<file path="src/rtl/adc_uart_pkg.sv">
// Shared types and constants for the waveform-to-UART frame packer.
package adc_uart_pkg;

  typedef enum logic [2:0] {
    ST_IDLE    = 3'd0,
    ST_HDR     = 3'd1,
    ST_FETCH   = 3'd2,
    ST_WAIT_RD = 3'd3,
    ST_S_HI    = 3'd4,
    ST_S_LO    = 3'd5,
    ST_CSUM    = 3'd6,
    ST_DONE    = 3'd7
  } packer_state_t;

  localparam logic [7:0]  SYNC0   = 8'hA5;
  localparam logic [7:0]  SYNC1   = 8'h5A;
  localparam int unsigned HDR_LEN = 6;

  function automatic logic [7:0] csum_add(input logic [7:0] acc, input logic [7:0] b);
    return acc + b;
  endfunction

endpackage

</file>
<file path="src/rtl/wave_uart_packer.sv">
// Serialises one captured waveform into a framed byte stream:
// sync, wave number, sample count, samples (hi/lo), 8-bit checksum.
module wave_uart_packer
  import adc_uart_pkg::*;
#(
  parameter int unsigned N_SAMPLES = 1000,
  parameter int unsigned ADDR_W    = 10,
  parameter int unsigned DATA_W    = 14
) (
  input  logic              clk_50,
  input  logic              reset_n,
  input  logic              start,
  input  logic              sel_fir,
  input  logic [15:0]       wave_num,
  output logic [ADDR_W-1:0] rd_addr,
  output logic              rd_sel,
  input  logic [DATA_W-1:0] rd_data,
  output logic [7:0]        tx_data,
  output logic              tx_valid,
  input  logic              tx_ready,
  output logic              busy,
  output logic              done
);

  localparam logic [15:0]       N_WORD = 16'(N_SAMPLES);
  localparam logic [ADDR_W-1:0] K_LAST = ADDR_W'(N_SAMPLES - 1);
  localparam logic [2:0]        I_LAST = 3'(HDR_LEN - 1);

  packer_state_t     state_q;
  logic [2:0]        idx_q;
  logic [ADDR_W-1:0] k_q;
  logic [15:0]       wave_q;
  logic [15:0]       sample_q;
  logic [7:0]        csum_q;
  logic [ADDR_W-1:0] rd_addr_q;
  logic              rd_sel_q;
  logic [7:0]        tx_data_q;
  logic              tx_valid_q;
  logic              busy_q;
  logic              done_q;

  logic              accept_d;
  logic [15:0]       rd_ext_d;
  logic [7:0]        csum_d;

  assign accept_d = tx_valid_q && tx_ready;
  assign rd_ext_d = 16'(rd_data);
  assign csum_d   = csum_add(csum_q, tx_data_q);

  function automatic logic [7:0] hdr_byte(input logic [2:0] i, input logic [15:0] w);
    case (i)
      3'd0:    return SYNC0;
      3'd1:    return SYNC1;
      3'd2:    return w[15:8];
      3'd3:    return w[7:0];
      3'd4:    return N_WORD[15:8];
      3'd5:    return N_WORD[7:0];
      default: return 8'h00;
    endcase
  endfunction

  // Frame sequencer; every output is a register updated here.
  always_ff @(posedge clk_50 or negedge reset_n) begin
    if (!reset_n) begin
      state_q    <= ST_IDLE;
      idx_q      <= 3'd0;
      k_q        <= '0;
      wave_q     <= 16'h0000;
      sample_q   <= 16'h0000;
      csum_q     <= 8'h00;
      rd_addr_q  <= '0;
      rd_sel_q   <= 1'b0;
      tx_data_q  <= 8'h00;
      tx_valid_q <= 1'b0;
      busy_q     <= 1'b0;
      done_q     <= 1'b0;
    end else begin
      done_q <= 1'b0;
      case (state_q)
        ST_IDLE: begin
          if (start) begin
            state_q    <= ST_HDR;
            idx_q      <= 3'd0;
            k_q        <= '0;
            csum_q     <= 8'h00;
            wave_q     <= wave_num;
            rd_sel_q   <= sel_fir;
            tx_data_q  <= SYNC0;
            tx_valid_q <= 1'b1;
            busy_q     <= 1'b1;
          end
        end
        ST_HDR: begin
          if (accept_d) begin
            // Sync bytes (idx 0,1) are excluded from the checksum.
            if (idx_q >= 3'd2) csum_q <= csum_d;
            if (idx_q == I_LAST) begin
              state_q    <= ST_FETCH;
              tx_valid_q <= 1'b0;
              rd_addr_q  <= k_q;
            end else begin
              idx_q     <= idx_q + 3'd1;
              tx_data_q <= hdr_byte(idx_q + 3'd1, wave_q);
            end
          end
        end
        ST_FETCH: state_q <= ST_WAIT_RD;
        ST_WAIT_RD: begin
          sample_q   <= rd_ext_d;
          tx_data_q  <= rd_ext_d[15:8];
          tx_valid_q <= 1'b1;
          state_q    <= ST_S_HI;
        end
        ST_S_HI: begin
          if (accept_d) begin
            csum_q    <= csum_d;
            tx_data_q <= sample_q[7:0];
            state_q   <= ST_S_LO;
          end
        end
        ST_S_LO: begin
          if (accept_d) begin
            csum_q <= csum_d;
            if (k_q == K_LAST) begin
              tx_data_q <= csum_d;
              state_q   <= ST_CSUM;
            end else begin
              k_q        <= k_q + ADDR_W'(1);
              rd_addr_q  <= k_q + ADDR_W'(1);
              tx_valid_q <= 1'b0;
              state_q    <= ST_FETCH;
            end
          end
        end
        ST_CSUM: begin
          if (accept_d) begin
            tx_valid_q <= 1'b0;
            tx_data_q  <= 8'h00;
            done_q     <= 1'b1;
            state_q    <= ST_DONE;
          end
        end
        ST_DONE: begin
          busy_q  <= 1'b0;
          state_q <= ST_IDLE;
        end
        default: begin
          state_q    <= ST_IDLE;
          tx_valid_q <= 1'b0;
          busy_q     <= 1'b0;
        end
      endcase
    end
  end

  assign rd_addr  = rd_addr_q;
  assign rd_sel   = rd_sel_q;
  assign tx_data  = tx_data_q;
  assign tx_valid = tx_valid_q;
  assign busy     = busy_q;
  assign done     = done_q;

endmodule

</file>
<file path="config.mk">
export PLATFORM = sky130hd
export DESIGN_NAME = wave_uart_packer
export DESIGN_NICKNAME = d
export VERILOG_FILES = /design/src/rtl/adc_uart_pkg.sv /design/src/rtl/wave_uart_packer.sv
export SDC_FILE = /design/constraint.sdc
export NUM_CORES = 1
export LEC_CHECK = 0
export CORE_MARGIN = 4
export CORE_UTILIZATION = 55
export DETAILED_ROUTE_END_ITERATION = 10
export GPL_ROUTABILITY_DRIVEN = 1
export PLACE_DENSITY = 0.8
export SLEW_MARGIN = 20
export SYNTH_ARGS = -nofsm -noshare
export SYNTH_HDL_FRONTEND = slang
export SYNTH_SLANG_ARGS = --single-unit
</file>
<file path="constraint.sdc">
create_clock -name clk_50 -period 2.61 [get_ports clk_50]
set_input_delay 0.3915 -clock clk_50 [delete_from_list [all_inputs] [get_ports clk_50]]
set_output_delay 0.3915 -clock clk_50 [all_outputs]
set_load 0.05 [all_outputs]
</file>
**Word-level counts from Yosys, hierarchy flattened**

Cells that the tools add are included.

- Flip-flop bits (word level): 70
- Input port bits: 35
- Logic and storage cells: 104

- $add $sub $neg: 3
- Order comparisons: 1
- Eq/ne operators: 25
- Mux-type cells: 43
- Reductions and logical operators: 20

Operator list:

| cell | count |
|---|---|
| $pmux 8 s6 | 2 |
| $mux 8 | 11 |
| $mux 10 | 5 |
| $pmux 10 s2 | 2 |
| $mux 3 | 10 |
| $pmux 3 s8 | 1 |
| $pmux 8 s3 | 1 |
| $eq 3x3->1 const B | 7 |
| $ne 2x2->1 const B | 10 |
| $eq 3x2->1 const B | 4 |
| $add 10x1->10 const B | 1 |
| $eq 10x10->1 const B | 1 |
| $reduce_and 5->1 | 2 |
| $add 8x8->8 | 1 |
| $mux 1 | 8 |
| $reduce_and 4->1 | 2 |
| $reduce_and 8->1 | 1 |
| $reduce_bool 2->1 | 4 |
| $reduce_and 7->1 | 1 |
| $eq 3x1->1 const B | 2 |
| $logic_not 3->1 | 2 |
| $pmux 3 s2 | 1 |
| $reduce_and 6->1 | 1 |
| $reduce_bool 6->1 | 1 |
| 10 further kinds | 11 |

**Logic depth before layout (Yosys ltp)**

Gate-level depths: netlist of the first run.

- Word-level depth: 6
- Gate-level depth with buffers: 10
- Gate-level depth less buffers: 7

**Worst setup path after synthesis of the first run**

OpenSTA, ideal clock, no wires.

- Path type: register -> register
- Start point: reg tx_data_q[0] (netlist: tx_data[0])
- End point: reg tx_data_q[4] (netlist: tx_data[4])
- Library setup time: 0.125 ns
- Data arrival time: 2.226 ns
- Slack: 0.259 ns
- Stages on the path, launching flop included: 8
- Clock period less this slack: 2.351 ns
- Cell sequence: dfrtp_1 -> ha_1 -> fa_1 -> a21o_1 -> a21oi_1 -> xnor2_1 -> o221ai_1 -> mux2_2

- Cells in the longest elaborated chain, start to end: 4

RTL lines:

| item | line | text |
|---|---|---|
| start, declared | wave_uart_packer.sv:37 | `logic [7:0] tx_data_q;` |
| start signal, assigned | wave_uart_packer.sv:103 | `tx_data_q <= hdr_byte(idx_q + 3'd1, wave_q);` |
| start signal, assigned | wave_uart_packer.sv:110 | `tx_data_q <= rd_ext_d[15:8];` |
| start signal, assigned | wave_uart_packer.sv:117 | `tx_data_q <= sample_q[7:0];` |
| $add 8x8->8 | adc_uart_pkg.sv:20 | `return acc + b;` |
| $mux 8 | wave_uart_packer.sv:124 | `if (k_q == K_LAST) begin` |
| $mux 8 | wave_uart_packer.sv:122 | `if (accept_d) begin` |
| $pmux 8 s6 | wave_uart_packer.sv:79 | `case (state_q)` |

No other way between the ends. The select of a mux whose other input is x is not followed.
A chain may end at the register's enable or synchronous reset.

**Worst setup path after layout of the first run**

Ends and elaborated chain as after synthesis.

==> results of run 1 <==
-- final timing paths --
kind	endpoint	slack (ns)
worst min-delay path	rd_addr[0]$_DFFE_PN0P_	0.09
worst max-delay path	tx_data[4]$_DFFE_PN0P_	0.33
max in group asynchronous	busy$_DFFE_PN0P_	1.86
worst min register to register	csum_q[4]$_DFFE_PN0P_	0.50
worst max register to register	tx_data[4]$_DFFE_PN0P_	0.33
min in group clk_50	csum_q[4]$_DFFE_PN0P_	0.50
-- layout make-up --
cell class	count	area [sq um]
timing repair buffer	68	658.1
sequential	70	1752
clock inverter	6	110.1
inverter	10	37.54
multi-input combinational	309	2175
tap	99	123.9
fill	580	2270
clock buffer	10	127.6
-- stage by stage --
stage	util, %	cells	power [mW]
global route	68.71	572	6.284
detailed placement	65.43	556	4.807
global placement	65.43	556	4.697
finish	68.71	572	5.883
floorplan	-	415	3.925
CTS	68.71	572	5.896
-- sequential cells by signal (all words and copies together), names as in the netlist, 3 cells and up --
signal,count
sample_q,8
wave_q,16
tx_data,8
rd_addr,10
idx_q,3
state_q,3
csum_q,8
k_q,10
-- metal layers --
metal / share of wire [%] / global-route usage [%] / vias up
met1: 44 / 30.07 / 1620
met3: 5.1 / 6.651 / 19
li1: - / - / 1630
met4: 1.6 / 7.341 / 0
met5: 0 / 0 / -
met2: 49 / 37.23 / 83
-- report_power, final --
part,internal [mW],switching [mW]
clock network,0.633,0.426
registers,1.49,0.340
logic,1.24,1.75
-- synth_stat cells, drive strengths merged, types with 3 or more instances --
library cell,number,area [sq um]
nand4,3,25.02
o41ai,5,51.30
o21ai,29,145.1
nor4,3,18.77
ha,14,175.2
nand2,30,115.1
clkbuf,9,33.78
a31oi,6,37.54
mux2i,5,50.05
a211oi,3,27.52
a22o,8,70.07
or2,3,18.77
xnor2,7,61.31
buf,17,97.59
a21o,5,37.54
nand3,8,40.04
xor2,6,52.55
nor3b,3,27.52
or3,3,18.77
a221oi,4,35.03
a22oi,4,30.03
a211o,4,35.03
and3,4,25.02
dfrtp,70,1752
mux2,27,304.0
nor3,7,40.04
o31ai,7,52.55
a21oi,27,146.4
nor2,39,146.4
nand2b,10,62.56
inv,10,37.53
-- cells by family after synthesis --
family	after synthesis	share of synthesized area [%]
flip-flops	70	42.77
buffers and inverters	36	4.124
AND/OR/NAND/NOR	123	15.37
adder cells (fa/ha/maj)	16	5.255
AO/OA/AOI/OAI	125	21.05
XOR/XNOR	13	2.780
multiplexers	32	8.647
-- worst register-to-register path, stage by stage, from the launching register on --
cell and delay [ns]:
sky130_fd_sc_hd__dfrtp_1 0.41, sky130_fd_sc_hd__ha_1 0.25, sky130_fd_sc_hd__fa_1 0.41, sky130_fd_sc_hd__a21o_1 0.17
sky130_fd_sc_hd__a21oi_1 0.30, sky130_fd_sc_hd__xnor2_1 0.21, sky130_fd_sc_hd__o221ai_1 0.16, sky130_fd_sc_hd__mux2_2 0.27
-- placed cells by master (no fill, tap or decap), drive strengths merged, types with 3 or more instances in the layout --
cell           count
nand3              8
dfrtp             70
nor2              39
a21o               5
a211o              4
nand2b            10
a31oi              6
a22oi              4
inv               10
o31ai              7
nor3               7
nand4              3
ha                14
xnor2              7
and3               4
a22o               8
nand2             30
a21oi             27
a221oi             4
nor3b              3
mux2i              5
clkdlybuf4s50     55
clkbuf            10
nor4               3
a211oi             3
bufinv             3
xor2               6
o21ai             29
or2                3
o41ai              5
buf               13
or3                3
mux2              27
==> metrics.txt, run 1 <==
# TYPE chip_impl_metric gauge
chip_impl_metric{name="place.port_buffers",unit=""} 56
chip_impl_metric{name="netlist-cell-type-count",unit=""} 70
chip_impl_metric{name="cts.htree.levels",unit=""} 3
chip_impl_metric{name="layout_min_cycle_time",unit="ns"} 2.285
chip_impl_metric{name="number_of_synthesized_flops_with_an_enable_pin",unit=""} 0
chip_impl_metric{name="cts.sinks",unit=""} 70
chip_impl_metric{name="iter_0_drt_violations",unit=""} 175
chip_impl_metric{name="instance_count_of_the_mapped_netlist",unit=""} 415
chip_impl_metric{name="syn_avg_cell_area",unit="sq um"} 9.868
chip_impl_info{name="crit_path_cell_trace",value="ha_1, fa_1, a21o_1, a21oi_1, xnor2_1, o221ai_1, mux2_2"} 1
chip_impl_metric{name="synth-seq-cells",unit=""} 70
chip_impl_info{name="cp_capture_type",value="flip-flop"} 1
chip_impl_metric{name="timing.final.crit_share",unit="%"} 87.53
chip_impl_metric{name="wire_length_of_the_first_global_routing_pass",unit="um"} 16220
chip_impl_metric{name="hold_ws",unit="ns"} 0.09473
chip_impl_metric{name="dr.pass1.iters",unit=""} 4
chip_impl_metric{name="place_worst_setup_slack",unit="ns"} 0.2816
chip_impl_metric{name="ant_diodes",unit=""} 0
chip_impl_metric{name="cp.buffers_inverters",unit=""} 0
chip_impl_metric{name="rows",unit=""} 31
chip_impl_metric{name="vdd_drop_max",unit="mV"} 0.6218
chip_impl_metric{name="die-width",unit="um"} 94.29
chip_impl_metric{name="synth.yosys.warnings",unit=""} 0
chip_impl_info{name="clk_root_buffer_cell",value="sky130_fd_sc_hd__clkbuf_8"} 1
chip_impl_metric{name="drive_above_1_share",unit="%"} 13.95
chip_impl_info{name="cp-start-kind",value="flip-flop"} 1
chip_impl_metric{name="aggregate_global_routing_overflow",unit=""} 0
chip_impl_info{name="status",value="finished, final reports clean"} 1
chip_impl_metric{name="final_max_slew_viol_count",unit=""} 0
chip_impl_metric{name="cts_hold_buffers",unit=""} 0
chip_impl_metric{name="max_clock_freq",unit="GHz"} 0.4377
chip_impl_metric{name="worstPathMaxFanout",unit=""} 4
chip_impl_metric{name="die_h",unit="um"} 94.29
chip_impl_metric{name="groute.usage.overall",unit="%"} 23.13
chip_impl_metric{name="route.detailed.vias_per_inst",unit=""} 5.860
chip_impl_metric{name="first_global_vias",unit=""} 3441
chip_impl_metric{name="synth.net_count",unit=""} 466
chip_impl_metric{name="num_vias",unit=""} 3352
chip_impl_info{name="path_delay_family",value="adder cells"} 1
chip_impl_metric{name="floorplan.core_area",unit="sq mm"} 0.007253
chip_impl_metric{name="clock_latency",unit="ns"} 0.35
chip_impl_metric{name="cts.reportedPaths.clkPinSlew",unit="ns"} 0.08
chip_impl_metric{name="design.final.nets",unit=""} 519
chip_impl_metric{name="ff2ff_path_depth",unit=""} 7
chip_impl_metric{name="cts_buffer_depth",unit=""} 2
chip_impl_info{name="origin_of_the_worst_setup_path",value="tx_data[0]$_DFFE_PN0P_"} 1
chip_impl_metric{name="routabilityCongestion",unit=""} 0.8341
chip_impl_metric{name="worstMarginPinSlew",unit="ns"} 0.7109
chip_impl_metric{name="initial_antenna_violation_count",unit=""} 0
chip_impl_metric{name="path_depth",unit=""} 7
chip_impl_info{name="synth_ff_type",value="sky130_fd_sc_hd__dfrtp_1"} 1
chip_impl_metric{name="synthesis.area",unit="sq mm"} 0.004095
chip_impl_metric{name="synth-async-reset-ratio",unit="%"} 100.0
chip_impl_metric{name="area.growth.synth_to_final",unit="%"} 21.69
chip_impl_info{name="min-delay-path-class",value="in2async"} 1
chip_impl_metric{name="drc",unit=""} 0
chip_impl_metric{name="die-area",unit="sq mm"} 0.008891
chip_impl_metric{name="cts_setup_buffers",unit=""} 0
chip_impl_metric{name="synth-seq-area-share",unit="%"} 42.77
chip_impl_metric{name="cts_made_buffers",unit=""} 9
chip_impl_metric{name="worstPathArrival",unit="ns"} 2.52
chip_impl_metric{name="worstPathRequired",unit="ns"} 2.85
chip_impl_metric{name="clock_skews",unit="ns"} 0.01354
chip_impl_metric{name="post_dp_cell_area",unit="sq mm"} 0.004746
chip_impl_metric{name="setup-tns-final",unit="ns"} 0
chip_impl_info{name="crit-reg2reg-launch",value="tx_data[0]$_DFFE_PN0P_"} 1
chip_impl_info{name="worst_setup_path_category",value="reg2reg"} 1
chip_impl_metric{name="start_util",unit="%"} 56.46
chip_impl_metric{name="design_area",unit="sq mm"} 0.004984
chip_impl_info{name="cell_with_the_biggest_individual_delay_on_the_critical_path",value="sky130_fd_sc_hd__dfrtp_1"} 1
chip_impl_metric{name="floorplan.io_pins",unit=""} 57
chip_impl_metric{name="routed_wirelength",unit="um"} 9477
chip_impl_metric{name="leakagePower",unit="nW"} 2.189
chip_impl_metric{name="powerDensity",unit="mW/mm^2"} 1180
chip_impl_metric{name="fin_ws",unit="ns"} 0.3254
chip_impl_info{name="grt_setup_unrepaired",value="false"} 1
chip_impl_metric{name="maximum_number_of_pins_on_one_net_before_global_route_repair",unit=""} 41
chip_impl_metric{name="detail_routed_net_length_per_standard_cell",unit="um"} 16.57
chip_impl_metric{name="relSlewSlack",unit="%"} 52.61
chip_impl_info{name="tritoncts",value="yes"} 1
chip_impl_metric{name="critical_path.max_stage_delay",unit="ns"} 0.41
chip_impl_metric{name="final_antenna_net_count",unit=""} 0
chip_impl_metric{name="final-setup-viol-count",unit=""} 0
chip_impl_metric{name="postCtsResizedCells",unit=""} 0
chip_impl_metric{name="maxCapViolCount",unit=""} 0
chip_impl_metric{name="place.detailed.hpwl",unit="um"} 6927
chip_impl_metric{name="hold_viol",unit=""} 0
(Power assumes the default switching activity.)
==> run 2: changes to the inputs <==
Settings changed: CORE_ASPECT_RATIO from default to 0.75, REMOVE_ABC_BUFFERS from default to 1, SKIP_CTS_REPAIR_TIMING from default to 1.
==> metrics.txt, run 2 (same netlist as run 1, synthesis figures left out) <==
# TYPE chip_impl_metric gauge
chip_impl_metric{name="worstPathArrival",unit="ns"} 2.55
chip_impl_info{name="grt_setup_unrepaired",value="false"} 1
chip_impl_metric{name="num_vias",unit=""} 3492
chip_impl_info{name="cp-start-kind",value="flip-flop"} 1
chip_impl_metric{name="cts.sinks",unit=""} 70
chip_impl_metric{name="timing.final.crit_share",unit="%"} 88.65
chip_impl_metric{name="detail_routed_net_length_per_standard_cell",unit="um"} 17.47
chip_impl_info{name="clk_root_buffer_cell",value="sky130_fd_sc_hd__clkbuf_8"} 1
chip_impl_info{name="rr_endpoint",value="tx_data[4]$_DFFE_PN0P_"} 1
chip_impl_info{name="cp_capture_type",value="flip-flop"} 1
chip_impl_metric{name="regArea",unit="sq mm"} 0.001752
chip_impl_metric{name="layout_min_cycle_time",unit="ns"} 2.314
chip_impl_metric{name="wire_length_of_the_first_global_routing_pass",unit="um"} 16510
chip_impl_metric{name="final_max_slew_viol_count",unit=""} 0
chip_impl_metric{name="post_dp_cell_area",unit="sq mm"} 0.004745
chip_impl_metric{name="floorplan.io_pins",unit=""} 57
chip_impl_info{name="worst_setup_path_category",value="reg2reg"} 1
chip_impl_metric{name="clockPowerShare",unit="%"} 15.9
chip_impl_info{name="status",value="finished, final reports clean"} 1
chip_impl_info{name="tritoncts",value="yes"} 1
chip_impl_metric{name="fin_total_pwr",unit="mW"} 5.802
chip_impl_metric{name="max_clock_freq",unit="GHz"} 0.4322
chip_impl_metric{name="place.port_buffers",unit=""} 56
chip_impl_metric{name="largest_register_ffs",unit=""} 16
chip_impl_metric{name="initial_antenna_violation_count",unit=""} 0
chip_impl_metric{name="die-width",unit="um"} 107.6
chip_impl_metric{name="die-area",unit="sq mm"} 0.008905
chip_impl_metric{name="vdd_drop_max",unit="mV"} 0.7274
chip_impl_metric{name="route.detailed.vias_per_inst",unit=""} 6.116
chip_impl_metric{name="drive_above_1_share",unit="%"} 14.16
chip_impl_metric{name="ff2ff_path_depth",unit=""} 7
chip_impl_metric{name="netSwitchingPower",unit="mW"} 2.573
chip_impl_metric{name="start_util",unit="%"} 58.28
chip_impl_metric{name="floorplan.core_area",unit="sq mm"} 0.007027
chip_impl_metric{name="final_antenna_net_count",unit=""} 0
chip_impl_metric{name="routabilityCongestion",unit=""} 0.8463
chip_impl_info{name="layout_common_cells",value="70 x sky130_fd_sc_hd__dfrtp_1, 55 x sky130_fd_sc_hd__clkdlybuf4s50_1, 39 x sky130_fd_sc_hd__nor2_1, 29 x sky130_fd_sc_hd__nand2_1, 29 x sky130_fd_sc_hd__o21ai_0"} 1
chip_impl_metric{name="ff_to_ff_setup_slack",unit="ns"} 0.30
chip_impl_metric{name="power_frac_comb",unit="%"} 52.4
chip_impl_metric{name="worstMarginPinSlew",unit="ns"} 0.6056
chip_impl_metric{name="clock_skews",unit="ns"} 0.006470
chip_impl_metric{name="routed_wirelength",unit="um"} 9977
chip_impl_metric{name="iter_0_drt_violations",unit=""} 236
chip_impl_metric{name="relSlewSlack",unit="%"} 59.34
chip_impl_metric{name="place.detailed.hpwl",unit="um"} 6992
chip_impl_metric{name="area.growth.synth_to_final",unit="%"} 20.93
chip_impl_metric{name="worstPathMaxFanout",unit=""} 4
chip_impl_metric{name="maxCapViolCount",unit=""} 0
chip_impl_metric{name="powerDensity",unit="mW/mm^2"} 1172
chip_impl_metric{name="cts_buffer_depth",unit=""} 2
chip_impl_metric{name="worstPathRequired",unit="ns"} 2.84
chip_impl_metric{name="first_global_vias",unit=""} 3292
chip_impl_info{name="regMostFlops",value="wave_q"} 1
chip_impl_info{name="mostFrequentLayoutCell",value="sky130_fd_sc_hd__dfrtp_1"} 1
chip_impl_metric{name="hold_viol",unit=""} 0
chip_impl_metric{name="rows",unit=""} 26
chip_impl_metric{name="switching_share",unit="%"} 44.35
chip_impl_metric{name="cts_made_buffers",unit=""} 9
chip_impl_metric{name="seq_power_share",unit="%"} 31.6
chip_impl_metric{name="ant_diodes",unit=""} 0
chip_impl_metric{name="die_h",unit="um"} 82.73
chip_impl_metric{name="drc",unit=""} 0
chip_impl_metric{name="cts.reportedPaths.clkPinSlew",unit="ns"} 0.08
chip_impl_metric{name="fin_util",unit="%"} 70.48
chip_impl_metric{name="leakagePower",unit="nW"} 2.183
chip_impl_info{name="min-delay-path-class",value="in2async"} 1
chip_impl_metric{name="p_int",unit="mW"} 3.229
chip_impl_metric{name="cts.htree.levels",unit=""} 3
chip_impl_metric{name="hold_ws",unit="ns"} 0.02309
chip_impl_metric{name="multiInputGateArea",unit="sq mm"} 0.002175
chip_impl_metric{name="nFillCells",unit=""} 557
chip_impl_metric{name="groute.usage.overall",unit="%"} 23.65
chip_impl_metric{name="design_area",unit="sq mm"} 0.004952
chip_impl_metric{name="clock_latency",unit="ns"} 0.35
chip_impl_metric{name="design.final.nets",unit=""} 519
chip_impl_metric{name="dr.pass1.iters",unit=""} 5
chip_impl_metric{name="maximum_number_of_pins_on_one_net_before_global_route_repair",unit=""} 71
chip_impl_metric{name="final-setup-viol-count",unit=""} 0
chip_impl_metric{name="aggregate_global_routing_overflow",unit=""} 0
chip_impl_info{name="crit-reg2reg-launch",value="tx_data[0]$_DFFE_PN0P_"} 1
==> run 2: changes by cell type in the layout (fill, tap and decap cells not counted), sizes merged <==
cell and delta:
clkbuf +1, clkinvlp -1, inv +1, clkinv +1, bufinv -2
==> run 2: cell type report <==
cell class	instances	share of cell area, %
flip-flops and latches	70	35.37
clock buffers	11	3.057
clock inverters	5	1.137
multi-input cells	309	43.91
well taps	98	2.476
inverters	10	0.7580
repair buffers	68	13.29
==> run 2: power groups by stage <==
stage	clock (mW)	sequential [mW]	combinational (mW)
final	0.924	1.84	3.04
after global routing	0.990	1.89	3.31
after CTS	0.938	1.83	3.02
after detailed placement	0	1.84	2.99
after global placement	0	1.83	2.91
after floorplan	0	2.26	1.61
==> run 2: how the worst max path moves through the flow <==
stage,from,end,slack (ns),cells after the start
2_1_floorplan,state_q[0]$_DFFE_PN0P_,tx_data[4]$_DFFE_PN0P_,-0.07,5
3_3_place_gp,tx_ready,k_q[5]$_DFFE_PN0P_,0.33,6
3_5_place_dp,tx_ready,k_q[5]$_DFFE_PN0P_,0.25,6
4_1_cts,tx_data[0]$_DFFE_PN0P_,tx_data[4]$_DFFE_PN0P_,0.30,7
5_1_grt,tx_data[0]$_DFFE_PN0P_,tx_data[4]$_DFFE_PN0P_,0.13,7
6_report,tx_data[0]$_DFFE_PN0P_,tx_data[4]$_DFFE_PN0P_,0.30,7
==> run 2: routing by layer <==
metal / track usage, % / share of wire, % / up-vias
li1: - / - / 1635
met1: 34.91 / 49 / 1718
met2: 35.73 / 44 / 125
met3: 4.895 / 5.7 / 14
met4: 6.053 / 1.2 / 0
met5: 0 / 0 / -
==> run 2: metrics by stage <==
step / setup WS, ns / std cells / setup TNS, ns
after floorplan: -0.07422 / 389 / -0.1332
after global placement: 0.3300 / 555 / 0
after detailed placement: 0.2453 / 555 / 0
after CTS: 0.2985 / 571 / 0
after global routing: 0.1324 / 571 / 0
final: 0.2963 / 571 / 0
==> run 2: critical path, stage by stage, from the launching register on <==
cell and delay [ns]:
sky130_fd_sc_hd__dfrtp_1 0.41, sky130_fd_sc_hd__ha_1 0.24, sky130_fd_sc_hd__fa_1 0.40, sky130_fd_sc_hd__a21o_1 0.18, sky130_fd_sc_hd__a21oi_1 0.30, sky130_fd_sc_hd__xnor2_1 0.22, sky130_fd_sc_hd__o221ai_1 0.17, sky130_fd_sc_hd__mux2_2 0.28
==> run 3: changes to the inputs <==
Settings changed: CTS_CLUSTER_SIZE from default to 24.
==> results of run 3 <==
The final DEF is identical to that of run 2; final timing and power are the same.
